`src/rtl/flash_responder.sv`:
```
// SPI mode-0 read-only serial-flash emulator: oversamples the flash link on clk,
// decodes READ + address and streams memory bytes MSB-first on flash_miso.
module flash_responder #(
  parameter int unsigned ADDR_W      = 24,
  parameter logic [7:0]  READ_OPCODE = 8'h03,
  parameter int unsigned SYNC_STAGES = 2
) (
  input  logic              clk,
  input  logic              reset,
  input  logic              flash_clk,
  input  logic              flash_cs_n,
  input  logic              flash_mosi,
  output logic              flash_miso,
  output logic              mem_req,
  output logic [ADDR_W-1:0] mem_addr,
  input  logic [7:0]        mem_rdata,
  input  logic              mem_valid,
  output logic              busy,
  output logic              cmd_err,
  output logic              underrun
);
  localparam int unsigned CNT_W = $clog2(ADDR_W);

  localparam logic [2:0] ST_IDLE   = 3'd0;
  localparam logic [2:0] ST_CMD    = 3'd1;
  localparam logic [2:0] ST_ADDR   = 3'd2;
  localparam logic [2:0] ST_DATA   = 3'd3;
  localparam logic [2:0] ST_IGNORE = 3'd4;

  logic [SYNC_STAGES-1:0] r_clk_sync, r_cs_sync, r_mosi_sync;
  logic                   r_clk_prev;
  logic [2:0]             r_state;
  logic [CNT_W-1:0]       r_cnt;
  logic [ADDR_W-2:0]      r_sr;
  logic [ADDR_W-1:0]      r_addr, r_maddr;
  logic [2:0]             r_bit;
  logic [6:0]             r_shift;
  logic [7:0]             r_hold;
  logic                   r_ready;
  logic [1:0]             r_outst;
  logic                   r_miso, r_req, r_busy, r_err, r_unr;

  logic                   w_sclk, w_cs_n, w_mosi, w_rise, w_fall;
  logic [ADDR_W-1:0]      w_sr_in;
  logic [2:0]             w_state_nxt;
  logic [CNT_W-1:0]       w_cnt_nxt;
  logic [ADDR_W-2:0]      w_sr_nxt;
  logic [ADDR_W-1:0]      w_addr_nxt, w_maddr_nxt;
  logic [2:0]             w_bit_nxt;
  logic [6:0]             w_shift_nxt;
  logic [7:0]             w_hold_nxt, w_byte;
  logic                   w_ready_nxt, w_take, w_issue, w_ret;
  logic [1:0]             w_outst_nxt;
  logic                   w_miso_nxt, w_req_nxt, w_err_nxt, w_unr_nxt;

  assign w_sclk  = r_clk_sync[SYNC_STAGES-1];
  assign w_cs_n  = r_cs_sync[SYNC_STAGES-1];
  assign w_mosi  = r_mosi_sync[SYNC_STAGES-1];
  assign w_rise  = w_sclk & ~r_clk_prev;
  assign w_fall  = ~w_sclk & r_clk_prev;
  assign w_sr_in = {r_sr, w_mosi};

  // Next-state and datapath; an outstanding count lets stale (pre-underrun) returns be dropped
  always_comb begin
    w_state_nxt = r_state;
    w_cnt_nxt   = r_cnt;
    w_sr_nxt    = r_sr;
    w_addr_nxt  = r_addr;
    w_maddr_nxt = r_maddr;
    w_bit_nxt   = r_bit;
    w_shift_nxt = r_shift;
    w_hold_nxt  = r_hold;
    w_ready_nxt = r_ready;
    w_outst_nxt = r_outst;
    w_miso_nxt  = r_miso;
    w_req_nxt   = 1'b0;
    w_err_nxt   = 1'b0;
    w_unr_nxt   = 1'b0;
    w_take      = 1'b0;
    w_issue     = 1'b0;
    w_ret       = 1'b0;
    w_byte      = r_hold;
    if (w_cs_n) begin
      w_state_nxt = ST_IDLE;
      w_cnt_nxt   = '0;
      w_bit_nxt   = '0;
      w_ready_nxt = 1'b0;
      w_outst_nxt = '0;
      w_miso_nxt  = 1'b0;
    end else begin
      case (r_state)
        ST_IDLE: begin
          w_state_nxt = ST_CMD;
          w_cnt_nxt   = '0;
        end
        ST_CMD: if (w_rise) begin
          w_sr_nxt = w_sr_in[ADDR_W-2:0];
          if (r_cnt == CNT_W'(7)) begin
            w_cnt_nxt = '0;
            if (w_sr_in[7:0] == READ_OPCODE) begin
              w_state_nxt = ST_ADDR;
            end else begin
              w_state_nxt = ST_IGNORE;
              w_err_nxt   = 1'b1;
            end
          end else begin
            w_cnt_nxt = r_cnt + CNT_W'(1);
          end
        end
        ST_ADDR: if (w_rise) begin
          w_sr_nxt = w_sr_in[ADDR_W-2:0];
          if (r_cnt == CNT_W'(ADDR_W - 1)) begin
            w_cnt_nxt   = '0;
            w_addr_nxt  = w_sr_in;
            w_maddr_nxt = w_sr_in;
            w_req_nxt   = 1'b1;
            w_outst_nxt = 2'd1;
            w_ready_nxt = 1'b0;
            w_bit_nxt   = '0;
            w_state_nxt = ST_DATA;
          end else begin
            w_cnt_nxt = r_cnt + CNT_W'(1);
          end
        end
        ST_DATA: begin
          w_take = mem_valid && (r_outst == 2'd1);
          w_ret  = mem_valid && (r_outst != 2'd0);
          if (w_take) begin
            w_hold_nxt  = mem_rdata;
            w_ready_nxt = 1'b1;
            w_byte      = mem_rdata;
          end
          if (w_fall) begin
            w_bit_nxt = r_bit + 3'd1;
            if (r_bit == 3'd0) begin
              w_issue     = 1'b1;
              w_addr_nxt  = r_addr + ADDR_W'(1);
              w_maddr_nxt = r_addr + ADDR_W'(1);
              w_req_nxt   = 1'b1;
              if (r_ready || w_take) begin
                w_shift_nxt = w_byte[6:0];
                w_miso_nxt  = w_byte[7];
                w_ready_nxt = 1'b0;
              end else begin
                w_shift_nxt = '0;
                w_miso_nxt  = 1'b0;
                w_unr_nxt   = 1'b1;
              end
            end else begin
              w_shift_nxt = {r_shift[5:0], 1'b0};
              w_miso_nxt  = r_shift[6];
            end
          end
          w_outst_nxt = r_outst + 2'(w_issue) - 2'(w_ret);
        end
        ST_IGNORE: w_miso_nxt = 1'b0;
        default:   w_state_nxt = ST_IDLE;
      endcase
    end
  end

  always_ff @(posedge clk) begin
    if (!reset) begin
      r_clk_sync  <= '0;
      r_cs_sync   <= '1;
      r_mosi_sync <= '0;
      r_clk_prev  <= 1'b0;
      r_state     <= ST_IDLE;
      r_cnt       <= '0;
      r_sr        <= '0;
      r_addr      <= '0;
      r_maddr     <= '0;
      r_bit       <= '0;
      r_shift     <= '0;
      r_hold      <= '0;
      r_ready     <= 1'b0;
      r_outst     <= '0;
      r_miso      <= 1'b0;
      r_req       <= 1'b0;
      r_busy      <= 1'b0;
      r_err       <= 1'b0;
      r_unr       <= 1'b0;
    end else begin
      r_clk_sync  <= {r_clk_sync[SYNC_STAGES-2:0], flash_clk};
      r_cs_sync   <= {r_cs_sync[SYNC_STAGES-2:0], flash_cs_n};
      r_mosi_sync <= {r_mosi_sync[SYNC_STAGES-2:0], flash_mosi};
      r_clk_prev  <= w_sclk;
      r_state     <= w_state_nxt;
      r_cnt       <= w_cnt_nxt;
      r_sr        <= w_sr_nxt;
      r_addr      <= w_addr_nxt;
      r_maddr     <= w_maddr_nxt;
      r_bit       <= w_bit_nxt;
      r_shift     <= w_shift_nxt;
      r_hold      <= w_hold_nxt;
      r_ready     <= w_ready_nxt;
      r_outst     <= w_outst_nxt;
      r_miso      <= w_miso_nxt;
      r_req       <= w_req_nxt;
      r_busy      <= (w_state_nxt != ST_IDLE);
      r_err       <= w_err_nxt;
      r_unr       <= w_unr_nxt;
    end
  end

  assign flash_miso = r_miso;
  assign mem_req    = r_req;
  assign mem_addr   = r_maddr;
  assign busy       = r_busy;
  assign cmd_err    = r_err;
  assign underrun   = r_unr;

endmodule

```
`config.mk`:
```
export PLATFORM = sky130hd
export DESIGN_NAME = flash_responder
export DESIGN_NICKNAME = d
export VERILOG_FILES = /design/src/rtl/flash_responder.sv
export SDC_FILE = /design/constraint.sdc
export NUM_CORES = 1
export LEC_CHECK = 0
export BUFFER_PORTS_ARGS = -buffer_cell sky130_fd_sc_hd__buf_2
export CORE_MARGIN = 2
export CORE_UTILIZATION = 51
export DETAILED_ROUTE_END_ITERATION = 7
export PLACE_DENSITY_LB_ADDON = 0.15
export SLEW_MARGIN = 10
export SYNTH_ARGS = -nofsm -noshare
export SYNTH_HDL_FRONTEND = slang
export SYNTH_SLANG_ARGS = --single-unit
```
`constraint.sdc`:
```
create_clock -name clk -period 4.9 [get_ports clk]
set_input_delay 0.49 -clock clk [delete_from_list [all_inputs] [get_ports clk]]
set_output_delay 0.49 -clock clk [all_outputs]
set_load 0.05 [all_outputs]
```
==> flow_metrics.tcl, run 1 <==
set metrics [dict create \
    startpoint_type "flip-flop" \
    cts_max_path_buffers 2 \
    p_sw_uw 273 \
    fin_worst_skew_ps 14.9 \
    status "finished, final reports clean" \
    setup_violations 0 \
    ys.flop_type "dfxtp_1" \
    power_leakage_nw 1.79 \
    holdWs_ps 326 \
    ctsResizeCount 0 \
    clkLatencyLatePin_ps 350 \
    cts_made_buffers 9 \
    cts_hold_buffers 0 \
    pwr-share-comb_pct 2.0 \
    fin_crit_sh_pct 50.3 \
    grt_usage_pct 21.2 \
    syn_area_um2 4180 \
    clockPowerShare_pct 43.1 \
    pre_cts_ws_ps 2490 \
    grt_pass1_vias 3223 \
    clkTransAtPathRegs_ps 90 \
    worstPathMaxFanout 43 \
    cts_tree "yes" \
    fillerInstances 795 \
    numPortBuffers 42 \
    max_stage_delay_ps 630 \
    fin_cells 622 \
    drive_gt1_share_pct 16.2 \
    fmax_ghz 0.406 \
    dpl_cell_area_um2 4420 \
    grt_pass1_wl_mm 15.2 \
    synthCells 486 \
    fin_util_pct 57.5 \
    power_density_nw_per_um2 282 \
    die-area_um2 8940 \
    area_growth_pct 11.3 \
    cpMostUsedCell "buf_4" \
    slowest_stage "dfxtp_1" \
    seq_area_frac_synth_pct 42.1 \
    relSlewSlack_pct 44.8 \
    dieWidth_um 94.5 \
    criticalPathCategory "reg -> reg" \
    fin_area_um2 4650 \
    post_cts_buffers 0 \
    wire_per_inst_um 14.5 \
    p_int_mw 1.04 \
    arrival_ps 2740 \
    critical_path.top_delay_family "simple AND/OR/NAND/NOR gates" \
    rows 33 \
    tightest_slew_ps 823 \
    wl_mm 9.03 \
    viasPerCell 5.75 \
    hold_class "in -> reg" \
    seqPwrFrac_pct 54.8 \
    rsz0062_at_grt "false" \
    drtIter0Drc 172 \
    ys_warn_count 0 \
    io_pins 43 \
    drc 0 \
    hpwl_mm 5.94 \
    dr.pass1.iters 4 \
    critPathBufInv 2 \
    yosys_register_bits 88 \
    async_reset_ff_share_pct 0 \
    power_mw 1.31 \
    peakVddDrop_v 0.000172 \
    setup_ws_ps 2440 \
    htreeDepth 3 \
    nets 533 \
    path_cells "nand3b_1 -> buf_4 -> nor2_1 -> a211o_1 -> buf_4 -> or3_1 -> a31oi_1" \
    post-place-cells 607 \
    cts_root_buf "clkbuf_8" \
    grt-ovfl-total 0 \
    synth_edf_count 0 \
    fin_crit_ps 2470 \
    setup_tns_ps 0 \
    synth_nets 506 \
    finalMaxSlewViolations 0 \
    grt_max_degree 44 \
    cts_sinks 88 \
    antenna_cells 0 \
    vias 3575 \
    antenna_found_initial 0 \
    hold_violations 0 \
    gp_congestion 0.791 \
    maxCapViolCount 0 \
    die_h_um 94.5 \
    start_util_pct 51.7 \
    synth.distinct_cells 55 \
    endpoint_kind "flip-flop" \
    synth_area_per_cell_um2 8.60 \
    ant_nets 0 \
    worstPathRequired_ps 5180 \
    power_switching_share_pct 20.8 \
    core_um2 8090 \
]
-- cell usage after synthesis (4+ instances only) --
library cell	count	area share, %
buf_2	4	0.48
o21ai_0	16	1.9
a31oi_1	7	1.0
mux2i_1	40	9.6
clkbuf_1	22	2.0
nand2b_1	9	1.3
nand3_1	12	1.4
and2_1	12	1.8
a41oi_1	6	1.3
o221a_2	10	2.7
nand3b_1	5	0.90
dfxtp_1	88	42
ha_1	6	1.8
nand2_1	40	3.6
o221ai_1	6	1.3
nor2_1	73	6.6
inv_1	10	0.90
and3_1	4	0.60
o32ai_1	4	0.84
xnor2_1	4	0.84
nor4_1	4	0.60
a21oi_1	38	4.5
nor3_1	15	1.8
nand4_1	5	0.75
-- power groups by stage --
stage | registers, mW | clock network, mW | logic, mW
after floorplan | 0.736 | 0 | 0.0162
after global placement | 0.737 | 0 | 0.0266
after detailed placement | 0.737 | 0 | 0.0269
after CTS | 0.720 | 0.579 | 0.0271
after global routing | 0.721 | 0.613 | 0.0299
final | 0.720 | 0.566 | 0.0267
-- registers in the layout (all words and copies together) (netlist names), 2 cells and up --
register	cells
mem_addr	24
r_sr	23
r_hold	8
r_shift	7
r_cnt	5
r_bit	3
r_state	3
r_clk_sync	2
r_cs_sync	2
r_mosi_sync	2
r_outst	2
-- cell usage in the layout (no fill, tap or decap), types with 6 or more instances in the layout --
cell,n
a21oi_1,38
a31oi_1,7
a41oi_1,6
and2_1,12
buf_2,42
buf_4,8
clkbuf_8,11
dfxtp_1,88
ha_1,6
inv_1,10
mux2i_1,40
nand2_1,40
nand2b_1,9
nand3_1,12
nor2_1,73
nor3_1,15
o21ai_0,16
o221a_2,10
o221ai_1,6
-- kinds of logic after synthesis --
kind of cell	Yosys count	share of synthesized area [%]
simple gates	195	22.8
compound gates	107	17.7
buf+inv	45	4.97
mux	40	9.58
flops	88	42.1
xor+xnor	4	0.838
fa+ha+maj	7	2.04
-- layer usage --
metal | up-vias | track usage [%] | routed length (µm)
met5 | - | 0 | 0
met4 | 0 | 4.71 | 80
met3 | 8 | 5.11 | 424
met2 | 66 | 34.5 | 4310
met1 | 1702 | 28.7 | 4220
li1 | 1799 | - | -
-- final cells by class --
type                       instances  area (µm²)  share of cell area, %
clock buffer                      11         151                   3.26
sequential                        88        1760                   37.9
clock inverter                     4        77.6                   1.67
inverter                          11        41.3                  0.888
multi-input combinational        353        2220                   47.7
tap                              105         131                   2.82
timing repair buffer              50         270                   5.81
-- worst paths after layout --
kind | start | end | slack, ps | cells after the start
max | r_state[2] | mem_addr[0] | 2440 | 7
min | flash_cs_n | r_cs_sync[0] | 330 | 2
max reg2reg | r_state[2] | mem_addr[0] | 2440 | 7
min reg2reg | r_cs_sync[0] | r_cs_sync[1] | 410 | 1
Power figures use the tool's default switching activity.
==> inputs of run 2 (changes only) <==
Clock period 4.9 ns to 2 ns, I/O delays scaled along.
==> run 2 against run 1 <==
First-iteration DRC count up 9.3%. Die area is the same. Worst hold slack worse by 290 ps. Via count rose by 5.2%. Critical path type unchanged. Critical endpoint is now mem_addr[6]. Largest power group unchanged. Highest routed layer unchanged.
==> flow_metrics.tcl, run 2 (same netlist as run 1, synthesis figures left out) <==
set metrics [dict create \
    drive_gt1_share_pct 22.7 \
    cts_sinks 88 \
    crit_path_end "mem_addr[6]" \
    setup_tns_ps 0 \
    dieWidth_um 94.5 \
    numPortBuffers 42 \
    peakVddDrop_v 0.000346 \
    grt_max_degree 41 \
    drc 0 \
    arrival_ps 2130 \
    die_h_um 94.5 \
    area_growth_pct 17.0 \
    final_common_cell "dfxtp_1" \
    power_mw 3.07 \
    fin_crit_ps 1910 \
    cts_made_buffers 9 \
    clkLatencyLatePin_ps 350 \
    grt-ovfl-total 0 \
    wire_per_inst_um 15.0 \
    nets 557 \
    worstReg2RegEnd "mem_addr[6]" \
    cts_hold_buffers 0 \
    grt_usage_pct 22.5 \
    cts_tree "yes" \
    dr.pass1.iters 5 \
    rr_worst_depth 7 \
    die-area_um2 8940 \
    clkTransAtPathRegs_ps 80 \
    drtIter0Drc 188 \
    antenna_found_initial 0 \
    slowest_stage "dfxtp_1" \
    worstReg2RegStart "r_cnt[0]" \
    fmax_ghz 0.522 \
    status "finished, final reports clean" \
    setup_violations 0 \
    fin_crit_sh_pct 95.7 \
    gp_congestion 0.822 \
    io_pins 43 \
    core_um2 8090 \
    rows 33 \
    fin_util_pct 60.4 \
    tightest_slew_ps 591 \
    start_util_pct 51.7 \
    ant_nets 0 \
    grt_pass1_vias 3384 \
    ff2ff_setup_slack_ps 90 \
    vias 3762 \
    pre_cts_ws_ps 85.9 \
    worstPathRequired_ps 2220 \
    wl_mm 9.67 \
    maxCapViolCount 0 \
    startpoint_type "flip-flop" \
    hold_class "in -> reg" \
    cp-startpoint "r_cnt[0]" \
    cts_max_path_buffers 2 \
    finalMaxSlewViolations 0 \
    power_leakage_nw 1.90 \
    criticalPathCategory "reg -> reg" \
    final_cell_mix "dfxtp_1 (77), nor2_1 (72), buf_2 (42)" \
    setup_ws_ps 86.0 \
    antenna_cells 0 \
    grt_pass1_wl_mm 16.1 \
    hold_start "flash_cs_n" \
    power_density_nw_per_um2 628 \
    largest_register_ffs 24 \
    hpwl_mm 6.64 \
    fin_worst_skew_ps 9.65 \
    worstPathMaxFanout 9 \
    htreeDepth 3 \
    cts_root_buf "clkbuf_8" \
    hold_violations 0 \
    max_stage_delay_ps 380 \
    relSlewSlack_pct 60.3 \
    endpoint_kind "flip-flop" \
    rsz0062_at_grt "true" \
    viasPerCell 5.81 \
    path_cells "ha_1 -> and4b_1 -> nand4_4 -> a211o_1 -> buf_4 -> a211oi_1 -> nor3_1" \
]
==> run 2: where the power goes <==
part | switching (mW) | leakage [nW] | internal [mW] | total [mW]
clock network | 0.591 | 0.103 | 0.644 | 1.23
registers | 0.00646 | 0.716 | 1.76 | 1.76
logic | 0.0467 | 1.08 | 0.0253 | 0.0721
total | 0.644 | 1.90 | 2.43 | 3.07
==> run 2: final cells by class <==
type                       count  area [µm²]
clock inverter                 3        40.0
sequential                    88        1780
tap                          105         131
inverter                      11        41.3
multi-input combinational    353        2260
clock buffer                  13         159
fill                         731        3200
timing repair buffer          74         488
==> run 2: stage by stage <==
stage	instance area, µm²	hold WS [ps]	std cells
after floorplan	4190	273	486
after global placement	4640	381	629
after detailed placement	4640	385	629
after CTS	4830	21.3	645
after global routing	4890	26.5	647
final	4890	33.4	647
==> run 2: worst min path at each step <==
stage,end,slack [ps],depth (start not counted)
after floorplan,r_cs_sync[1],270,1
after global placement,r_cs_sync[0],380,2
after detailed placement,r_cs_sync[0],380,2
after CTS,r_cs_sync[0],20,2
after global routing,r_cs_sync[0],30,2
final,r_cs_sync[0],30,2
==> run 2: what timing repair did <==
action | in CTS | in global routing
endpoints found under the hold margin | 0 | 0
setup buffers | 0 | 2
resized for setup | 0 | 9
setup endpoints to repair | 0 | 17
==> run 2: per-layer routing <==
layer  vias to the layer above  GRT usage (%)  share of wire (%)
met1                      1792           32.0                 48
li1                       1849              -                  -
met5                         -              0                  0
met2                       109           34.9                 46
met4                         0           8.70                1.3
met3                        12           3.11                4.6
==> run 2: critical path, delay by kind of cell, from the launching register on <==
family	cells	cell delay [ps]
AO/OA/AOI/OAI	2	560
adder cells (fa/ha/maj)	1	180
buffers and inverters	1	190
flip-flops	1	380
AND/OR/NAND/NOR	3	480
==> inputs of run 3 (changes only) <==
Settings changed: MAX_ROUTING_LAYER from default to met4, RECOVER_POWER from default to 100.
==> run 3 against run 2 <==
First-iteration DRC count up 1.1%. Non-clock buffer count unchanged. Maximum frequency down 1.0%. Combinational power down 2%. Sequential cell count unchanged. Register-to-register slack worse by 20 ps.
==> flow_metrics.tcl, run 3 (same netlist as run 1, synthesis figures left out) <==
set metrics [dict create \
    relSlewSlack_pct 36.2 \
    fillerInstances 757 \
    setup_violations 0 \
    tightest_slew_ps 956 \
    worstPathMaxFanout 9 \
    die_h_um 94.5 \
    cts_tree "yes" \
    worstReg2RegEnd "mem_addr[4]" \
    pwr-share-comb_pct 2.3 \
    arrival_ps 2160 \
    numPortBuffers 42 \
    pre_cts_ws_ps 85.9 \
    fin_worst_skew_ps 9.33 \
    area_growth_pct 14.7 \
    drtIter0Drc 190 \
    fin_crit_sh_pct 96.7 \
    criticalPathCategory "reg -> reg" \
    final_common_cell "dfxtp_1" \
    worstReg2RegStart "r_cnt[0]" \
    seqPwrFrac_pct 57.5 \
    grt_usage_pct 23.2 \
    fin_cells 647 \
    grt_max_degree 41 \
    fin_crit_ps 1930 \
    power_leakage_nw 1.75 \
    post-place-cells 629 \
    maxCapViolCount 0 \
    clockPowerShare_pct 40.2 \
    nets 557 \
    fin_area_um2 4790 \
    fin_util_pct 59.2 \
    p_sw_uw 642 \
    holdWs_ps 36.2 \
    rr_worst_depth 6 \
    endpoint_kind "flip-flop" \
    ant_nets 0 \
    dieWidth_um 94.5 \
    clkTransAtPathRegs_ps 80 \
    multi_input_area_um2 2240 \
    rsz0062_at_grt "true" \
    power_switching_share_pct 20.9 \
    start_util_pct 51.7 \
    cts_made_buffers 9 \
    io_pins 43 \
    hpwl_mm 6.64 \
    ff_latch_area_um2 1780 \
    crit_path_end "mem_addr[4]" \
    setup_tns_ps 0 \
    antenna_cells 0 \
    dr.pass1.iters 4 \
    cts_root_buf "clkbuf_8" \
    startpoint_type "flip-flop" \
    vias 3762 \
    drive_gt1_share_pct 16.4 \
    power_density_nw_per_um2 640 \
    clkLatencyLatePin_ps 340 \
    status "finished, final reports clean" \
    antenna_found_initial 0 \
    cp-startpoint "r_cnt[0]" \
    rows 33 \
    core_um2 8090 \
    fmax_ghz 0.517 \
    hold_violations 0 \
    cts_sinks 88 \
    wl_mm 9.71 \
    htreeDepth 3 \
    finalMaxSlewViolations 0 \
    viasPerCell 5.81 \
    worstPathRequired_ps 2230 \
    gp_congestion 0.835 \
    wire_per_inst_um 15.0 \
    hold_start "flash_cs_n" \
    grt_pass1_wl_mm 16.1 \
    p_int_mw 2.42 \
    ff2ff_setup_slack_ps 70 \
    grt-ovfl-total 0 \
    dpl_cell_area_um2 4640 \
    hold_class "in -> reg" \
    drc 0 \
    final_cell_mix "dfxtp_1 (77), nor2_1 (72), nand2_1 (40), mux2i_1 (40), a21oi_1 (38)" \
    setup_ws_ps 66.2 \
    cts_max_path_buffers 2 \
    largest_register_ffs 24 \
    power_mw 3.07 \
    cts_hold_buffers 0 \
    grt_pass1_vias 3384 \
    peakVddDrop_v 0.000342 \
    die-area_um2 8940 \
]
## run 3: cell types whose count changed in the layout (fill, tap and decap cells not counted), moves of 2 or more
cell and delta:
and2_0 +6, buf_2 -29, and2_1 -6, buf_12 -2, clkbuf_2 +2, clkbuf_1 +33
buf_4 -5
## run 3: how the worst min path moves through the flow
stage	to	depth (start not counted)
after global routing	r_cs_sync[0]	2
after detailed placement	r_cs_sync[0]	2
after floorplan	r_cs_sync[1]	1
after global placement	r_cs_sync[0]	2
after CTS	r_cs_sync[0]	2
final	r_cs_sync[0]	2
## run 3: power by group through the flow
stage | clock network [mW] | registers [mW] | logic [mW]
final | 1.23 | 1.76 | 0.0704
after detailed placement | 0 | 1.80 | 0.0710
after floorplan | 0 | 1.80 | 0.0397
after global placement | 0 | 1.80 | 0.0710
after global routing | 1.34 | 1.77 | 0.0780
after CTS | 1.27 | 1.76 | 0.0711
## run 3: cell type report
cell class / instances / share of cell area [%]
clock inverter: 3 / 0.835
sequential: 88 / 37.0
inverter: 11 / 0.861
multi-input combinational: 353 / 46.7
timing repair buffer: 74 / 8.48
tap: 105 / 2.74
clock buffer: 13 / 3.32
## run 3: per-layer routing
metal	vias to the layer above	global-route usage [%]	wire length (µm)
li1	1849	-	-
met1	1784	32.1	4680
met2	112	34.9	4490
met3	17	2.95	420
met4	0	8.70	126
met5	-	-	0
## run 3: worst max-delay path: stages, from the launching register on
cell and delay, ps:
dfxtp_1 380, ha_1 180, and4b_1 210, nand4_2 180
a211o_1 370, buf_4 190, o32ai_1 310
## run 3: timing repair
action / in CTS / in global routing
buffers inserted: 0 / 2
gates resized for setup: 0 / 9
setup endpoints to repair: 0 / 17
